### src/rtl/hazard_ctrl.sv
// Decode-stage sequencing controller: load-use stalls, branch flushes, halt drain/stop.
// Define HAZARD_PERF_EN to add the stall_count/flush_count performance counters.
module hazard_ctrl #(
    parameter int REG_ADDR_W   = 5,
    parameter int FLUSH_CYCLES = 1,
    parameter int DRAIN_CYCLES = 3
) (
    input  logic                  clk,
    input  logic                  rst_n,
    input  logic                  id_valid,
    input  logic [REG_ADDR_W-1:0] id_read_reg1,
    input  logic [REG_ADDR_W-1:0] id_read_reg2,
    input  logic [2:0]            id_itype,
    input  logic                  id_jal,
    input  logic                  id_jalr,
    input  logic                  id_hlt,
    input  logic                  ex_mem_reg,
    input  logic                  ex_reg_write,
    input  logic [REG_ADDR_W-1:0] ex_write_reg,
    input  logic                  ex_branch_taken,
    output logic                  pc_write,
    output logic                  ifid_write,
    output logic                  bubble,
    output logic                  flush_ifid,
    output logic                  halted
`ifdef HAZARD_PERF_EN
    ,
    output logic [31:0]           stall_count,
    output logic [31:0]           flush_count
`endif
);

    localparam int MAX_CYC = (FLUSH_CYCLES > DRAIN_CYCLES) ? FLUSH_CYCLES : DRAIN_CYCLES;
    localparam int CNT_W   = (MAX_CYC > 4) ? $clog2(MAX_CYC) : 2;
    localparam logic [CNT_W-1:0] FLUSH_LOAD = CNT_W'(FLUSH_CYCLES - 1);
    localparam logic [CNT_W-1:0] DRAIN_LOAD = CNT_W'(DRAIN_CYCLES - 1);

    typedef enum logic [1:0] {
        RUN    = 2'd0,
        FLUSH  = 2'd1,
        DRAIN  = 2'd2,
        HALTED = 2'd3
    } state_e;

    state_e             state_q, state_d;
    logic [CNT_W-1:0]   cnt_q, cnt_d;
    logic               uses_rs1, uses_rs2, lu;

    always_comb begin
        uses_rs1 = ~id_jal;
        uses_rs2 = (id_itype == 3'b011) | (id_itype == 3'b010) |
                   ((id_itype == 3'b110) & ~id_jal & ~id_jalr);
        lu = id_valid & ex_mem_reg & ex_reg_write & (ex_write_reg != '0) &
             ((uses_rs1 & (id_read_reg1 == ex_write_reg)) |
              (uses_rs2 & (id_read_reg2 == ex_write_reg)));
    end

    always_comb begin
        state_d    = state_q;
        cnt_d      = cnt_q;
        pc_write   = 1'b1;
        ifid_write = 1'b1;
        bubble     = 1'b0;
        flush_ifid = 1'b0;
        halted     = 1'b0;

        if (state_q == HALTED) begin
            halted     = 1'b1;
            pc_write   = 1'b0;
            ifid_write = 1'b0;
            bubble     = 1'b1;
        end else if (ex_branch_taken) begin
            // A taken branch wins in every live state; in DRAIN it cancels the pending halt.
            flush_ifid = 1'b1;
            bubble     = 1'b1;
            state_d    = (FLUSH_CYCLES > 1) ? FLUSH : RUN;
            cnt_d      = FLUSH_LOAD;
        end else begin
            unique case (state_q)
                RUN: begin
                    if (lu) begin
                        pc_write   = 1'b0;
                        ifid_write = 1'b0;
                        bubble     = 1'b1;
                    end else if (id_valid && id_hlt) begin
                        pc_write   = 1'b0;
                        ifid_write = 1'b0;
                        state_d    = DRAIN;
                        cnt_d      = DRAIN_LOAD;
                    end
                end
                FLUSH: begin
                    bubble     = 1'b1;
                    flush_ifid = 1'b1;
                    cnt_d      = cnt_q - 1'b1;
                    if (cnt_q == CNT_W'(1)) state_d = RUN;
                end
                DRAIN: begin
                    pc_write   = 1'b0;
                    ifid_write = 1'b0;
                    bubble     = 1'b1;
                    if (cnt_q == '0) state_d = HALTED;
                    else             cnt_d   = cnt_q - 1'b1;
                end
                default: state_d = RUN;
            endcase
        end

        if (!rst_n) begin
            pc_write   = 1'b0;
            ifid_write = 1'b0;
            bubble     = 1'b1;
            flush_ifid = 1'b0;
            halted     = 1'b0;
        end
    end

    always_ff @(posedge clk or negedge rst_n) begin
        if (!rst_n) begin
            state_q <= RUN;
            cnt_q   <= '0;
        end else begin
            state_q <= state_d;
            cnt_q   <= cnt_d;
        end
    end

`ifdef HAZARD_PERF_EN
    logic [31:0] stall_count_q, stall_count_d;
    logic [31:0] flush_count_q, flush_count_d;
    logic        lu_stall;

    // Neither term can be set in HALTED, so both counters freeze there.
    always_comb begin
        lu_stall      = (state_q == RUN) & ~ex_branch_taken & lu;
        stall_count_d = stall_count_q + {31'd0, lu_stall};
        flush_count_d = flush_count_q + {31'd0, flush_ifid};
    end

    always_ff @(posedge clk or negedge rst_n) begin
        if (!rst_n) begin
            stall_count_q <= '0;
            flush_count_q <= '0;
        end else begin
            stall_count_q <= stall_count_d;
            flush_count_q <= flush_count_d;
        end
    end

    assign stall_count = stall_count_q;
    assign flush_count = flush_count_q;
`endif

endmodule

### config.mk
export PLATFORM = sky130hd
export DESIGN_NAME = hazard_ctrl
export DESIGN_NICKNAME = d
export VERILOG_FILES = /design/src/rtl/hazard_ctrl.sv
export SDC_FILE = /design/constraint.sdc
export NUM_CORES = 1
export LEC_CHECK = 0
export CAP_MARGIN = 5
export CELL_PAD_IN_SITES_DETAIL_PLACEMENT = 2
export CELL_PAD_IN_SITES_GLOBAL_PLACEMENT = 2
export CORE_MARGIN = 2
export CORE_UTILIZATION = 22
export CTS_CLUSTER_SIZE = 12
export DETAILED_ROUTE_END_ITERATION = 8
export MAX_ROUTING_LAYER = met4
export PLACE_DENSITY_LB_ADDON = 0.2
export SYNTH_ARGS = -nofsm -noshare
export SYNTH_HDL_FRONTEND = slang
export SYNTH_SLANG_ARGS = --single-unit
### constraint.sdc
create_clock -name clk -period 3.75 [get_ports clk]
set_clock_uncertainty 0.1 [all_clocks]
set_input_delay 0.375 -clock clk [delete_from_list [all_inputs] [get_ports clk]]
set_output_delay 0.375 -clock clk [all_outputs]
set_load 0.02 [all_outputs]
==> out/results.ini <==
[clocking]
cts_buffer_depth=2
clock-root-buffer=clkbuf_4
insertion_delay_ps=240
path_clk_slew_ps=40
cts_tree=built
hold_buffers=0
cts_made_buffers=3
clock_sinks=4
cts_resized=0
post_cts_buffers=0
cts_max_level=1

[timing]
worst_slew_pin_slew_ps=350.7
tns_ps=0
drv_slew=0
period_needed_ps=3325
relSlewSlack=0.7641
min_period_over_period=0.8866
hold_violations=0
setup_viol=0
rsz0062_at_grt=false
max_clock_freq_ghz=0.3008

[finish]
seq_area_um2=100.1
fin_util=0.3615
drive_gt1_frac=0.09091
layout.nets=145
fillers=322
area_delta_synth_final_pct=58.18
multi_input_area_um2=485.5
final_cells=141
diodes=0

[drt]
maxUsedRoutingLayer=met4
wl_per_cell_um=15.94
first_iter_violations=1
post_drt_via_cell_ratio=4.965
routed_wl_mm=2.248
met1_length_mm=1.053
wl_met3_um=52
post-route-drc-count=0
vias=700
ant_nets=0
first_pass_iters=4
dr_wl_met2_mm=1.104

[logic_synthesis]
synth.most_common_cell=nor2_1
synthesis.instances=78
synth_edf_count=0
synth-seq-cells=4
synthTopCellsByCount=nor2_1, nand2_1, ha_1, inv_1
syn-num-nets=111
synth_top_area_cell=dfrtp_1
avgSynthCellArea_um2=7.940
synth.top_cell.area_share=0.1616
async_reset_ff_frac=1.000
yosysSeqAreaShare=0.1616
ys.flop_type=dfrtp_1
yosys_warnings=0
synth.distinct_cells=32
synth_area_leaders=dfrtp_1, ha_1, xnor2_1
synthesis.area_um2=619.3

[power]
vdd_drop_max_v=0.0002915
finalPower_uw=454.4
power_leakage_nw=0.4002
powerDensity_nw_per_um2=463.8

[setup_path]
cp_num_buf_inv=2
required_ps=3270
cp-start-kind=input pin
slowest_delay_ps=540
slowest_stage=clkdlybuf4s50_1
cp_top_family=buffers and inverters
crit_top_cell=clkdlybuf4s50_1
cp_max_fo=6
crit_arrival_ps=2850
setup.worst_path.end_class=output pin
critical_path_class=input pin to output pin
path_cells=clkdlybuf4s50_1, xor2_1, nor4_1, nand4_1, a21oi_2, o22ai_1, o211a_1, clkdlybuf4s50_1

[flow_run]
maxCapViolCount=0

[die]
fp.coreArea_um2=2710
die-area_um2=3256
ios=32
row_count=19
die_w_um=57.06
initial_utilization=0.2285
fp.dieH_um=57.06

[grt]
grt_max_degree=9
grt_antenna_before_repair=0
grt-ovfl-total=0
grt_use_total=0.1577
grt_pass1_vias=800
grt_pass1_wl_mm=3.829

[outcome]
status=complete, no violations

[placement]
hpwl_mm=1.926
place_inst=138
gp_congestion=0.7821
port_buffers=31

[hold_path]
hold_class=input pin to async pin

==> registers in the layout (all words and copies together), names as in the netlist <==
| signal | flops |
|---|---|
| cnt_q | 2 |
| state_q | 2 |
==> metal layers <==
| layer | vias to the layer above | GRT usage |
|---|---|---|
| li1 | 346 | - |
| met1 | 335 | 0.1992 |
| met2 | 15 | 0.2562 |
| met3 | 4 | 0.02041 |
| met4 | 0 | 0.05980 |
| met5 | - | - |
==> stage by stage <==
stage                     cell area, um2  setup WS, ps  hold WS [ps]
after floorplan                    619.3          1486        -20.59
after global placement             957.2         471.2         369.7
after detailed placement           957.2         389.9         388.2
after CTS                          979.7         384.7         322.4
after global routing               979.7         201.4         322.0
final                              979.7         425.2         316.5
==> logic make-up after synthesis <==
kind of cell / share of synthesized area
muxes: 0.03434
and+or+nand+nor: 0.2647
adders and majority gates: 0.1212
AOI/OAI and AO/OA: 0.2222
DFF: 0.1616
xor gates and xnor gates: 0.1414
buffers and inverters: 0.05454
==> where the power goes <==
| group | leakage (nW) | switching, mW | total (mW) | internal, mW |
|---|---|---|---|---|
| logic | 0.336 | 0.171 | 0.316 | 0.145 |
| registers | 0.0506 | 0.0207 | 0.0826 | 0.0619 |
| clock network | 0.0138 | 0.0195 | 0.0554 | 0.0359 |
==> cells in the final DEF, fill, tap and decap left out, types with 2 or more instances in the layout <==
master | Yosys | routed
clkbuf_4 | 0 | 3
nand2_1 | 7 | 7
a311o_1 | 2 | 2
xnor2_1 | 5 | 5
a21oi_2 | 2 | 2
ha_1 | 6 | 6
nand3_1 | 2 | 2
inv_1 | 6 | 6
a21o_1 | 2 | 2
nand4_1 | 4 | 4
nor2_1 | 9 | 9
dfrtp_1 | 4 | 4
clkdlybuf4s50_1 | 0 | 31
a21oi_1 | 4 | 4
nand2b_1 | 2 | 2
xor2_1 | 5 | 5
==> final cells by class <==
class                      instances  share of cell area
inverter                           6             0.02299
timing repair buffer              31              0.3167
multi-input combinational         66              0.4955
clock buffer                       3             0.02299
sequential                         4              0.1022
tap                               31             0.03959
==> path summary, 6_finish.rpt <==
kind / start / to / slack, ps / cells after the start
max in group asynchronous: rst_n / cnt_q[1] / 2980 / 1
max reg2reg: state_q[0] / state_q[1] / 1610 / 8
min: rst_n / state_q[1] / 320 / 1
min in group clk: cnt_q[1] / cnt_q[1] / 400 / 1
min reg2reg: cnt_q[1] / cnt_q[1] / 400 / 1
max: ex_write_reg[3] / pc_write / 430 / 8
(Power assumes the default switching activity.)
==> RTL edit, RTL diff (same settings) <==
Add a define of `HAZARD_PERF_EN`.
--- a/src/rtl/hazard_ctrl.sv
+++ b/src/rtl/hazard_ctrl.sv
@@ -1,5 +1,7 @@
 // Decode-stage sequencing controller: load-use stalls, branch flushes, halt drain/stop.
 // Define HAZARD_PERF_EN to add the stall_count/flush_count performance counters.
+`define HAZARD_PERF_EN
+
 module hazard_ctrl #(
     parameter int REG_ADDR_W   = 5,
     parameter int FLUSH_CYCLES = 1,
Formal check against the unedited RTL (old outputs only; new: flush_count and stall_count): equivalent (Yosys induction, for registers that start in step).
==> RTL edit against the unedited design <==
  * Register-to-register slack got worse by 0.57 ns
  * Sequential cell count is 64 higher
  * Wire length grew to 3.9 times the old value
  * Total power rose to 4.7 times the old value
  * Setup slack gained 0.38 ns
  * Global-route usage is 3.9 points lower
  * Final area rose to 4.9 times the old value
  * Synthesized area grew to 5.4 times the old value
  * Critical path depth is the same
==> RTL edit: results (changes against the unedited design) <==
PostCTS Resize Cnt - 0 (unchanged)
largest net degree at the start of global routing - 66 (was 9)
Clock Latency Late Sink - 0.33 ns (was 0.24 ns)
DR iter-0 viols - 67 (was 1)
hold crit path type - input pin to async pin (unchanged)
Slowest cell on crit path - clkdlybuf4s50_1 (unchanged)
Critical Path AT - 2.47 ns (was 2.85 ns)
synth unique cells - 33 (was 32)
vias in the first global route - 2845 (was 800)
TritonCTS Buffers - 9 (was 3)
Port Buffer Count - 95 (was 31)
Worst R2R Path Depth - 11 (was 8)
crit-path max cell delay - 0.55 ns
Seq/Total Area, Yosys - 51.34% (was 16.16%)
Routed WL - 8.770 mm (was 2.248 mm)
Mapped Nets - 341 (was 111)
Slew @ Worst Pin - 0.8658 ns (was 0.3507 ns)
clk buf depth - 2 (unchanged)
status - finished, final reports clean (unchanged)
register-to-register setup slack - 1.04 ns (was 1.61 ns)
clk root buf - clkbuf_16 (was clkbuf_4)
Max H-tree Level - 3 (was 1)
dpl cell area - 4484 um2 (was 957.2 um2)
Peak VDD IR - 0.0001905 V (was 0.0002915 V)
synth top area cells - dfrtp_1, xnor2_1, ha_1 (was dfrtp_1, ha_1, xnor2_1)
first-pass GRT wire length - 14.58 mm (was 3.829 mm)
internal power - 1.525 mW (was 0.2432 mW)
GRT Total Usage - 11.87% (was 15.77%)
top cells by count, synth - dfrtp_1, xnor2_1, nand3_1, nand2_1, nor2_1 (was nor2_1, nand2_1, ha_1, inv_1)
drt via density - 4.383 (was 4.965)
num rows - 44 (was 19)
delay-heaviest family, CP - buffers and inverters (unchanged)
share of post-route cells with drive strength above 1 - 6.813% (was 9.091%)
routability cong. - 0.7312 (was 0.7821)
Layout Nets - 446 (was 145)
crit-path max FO - 5 (was 6)
LEAKAGE - 2.070 nW (was 0.4002 nW)
hold slack - 0.3536 ns (was 0.3165 ns)
placed wire-length estimate - 6.678 mm (was 1.926 mm)
-- RTL edit: changes by cell type after synthesis, sizes merged, moves of 6 or more --
cell,unedited run,this run
and3,1,13
dfrtp,4,68
ha,6,12
nand2,7,27
nand3,2,28
nand4,4,13
nor2,9,26
xnor2,5,54
xor2,5,16
-- RTL edit: layer usage --
metal | GRT usage (%) | wire length (um)
met5 | - | 0
met4 | 4.460 | 139
met3 | 3.332 | 366
met2 | 18.35 | 4189
met1 | 14.85 | 4074
-- RTL edit: metrics by stage --
| stage | setup WS [ns] | std cells |
|---|---|---|
| after global routing | 0.6038 | 595 |
| after global placement | 0.5785 | 579 |
| after floorplan | 1.360 | 302 |
| after detailed placement | 0.4524 | 579 |
| final | 0.8052 | 595 |
| after CTS | 0.7616 | 595 |
-- RTL edit: kinds of logic after synthesis --
logic type      synth area share, %
simple gates                  21.18
buf+inv                       1.170
compound gates                2.001
flops                         51.34
fa+ha+maj                     4.530
xor+xnor                      18.50
mux                           1.283
-- RTL edit: path summary, 6_finish.rpt --
kind,end,start
worst min-delay path,state_q[0],rst_n
worst max register to register,stall_count[18],state_q[0]
min in group clk,stall_count[31],stall_count[31]
worst max-delay path,pc_write,ex_write_reg[4]
max in group asynchronous,stall_count[9],rst_n
worst min register to register,stall_count[31],stall_count[31]
-- RTL edit: layout make-up --
class | count | area, um2
clock inverters | 2 | 35.03
well taps | 184 | 230.2
fillers | 1601 | 9864
repair buffers | 97 | 965.9
multi-input cells | 225 | 1574
inverters | 6 | 22.52
flip-flops and latches | 68 | 1702
clock buffers | 13 | 250.2
-- RTL edit: power groups by stage --
stage | Combinational [mW] | Clock [mW] | Sequential [mW]
finish | 0.448 | 0.834 | 0.840
detailed placement | 0.457 | 0 | 0.854
global placement | 0.446 | 0 | 0.851
global route | 0.495 | 0.904 | 0.851
floorplan | 0.213 | 0 | 0.882
CTS | 0.461 | 0.869 | 0.841
-- RTL edit: timing repair --
action                    CTS  global route
hold buffers                1             0
hold endpoints to repair    3             0
buffers inserted            0             0
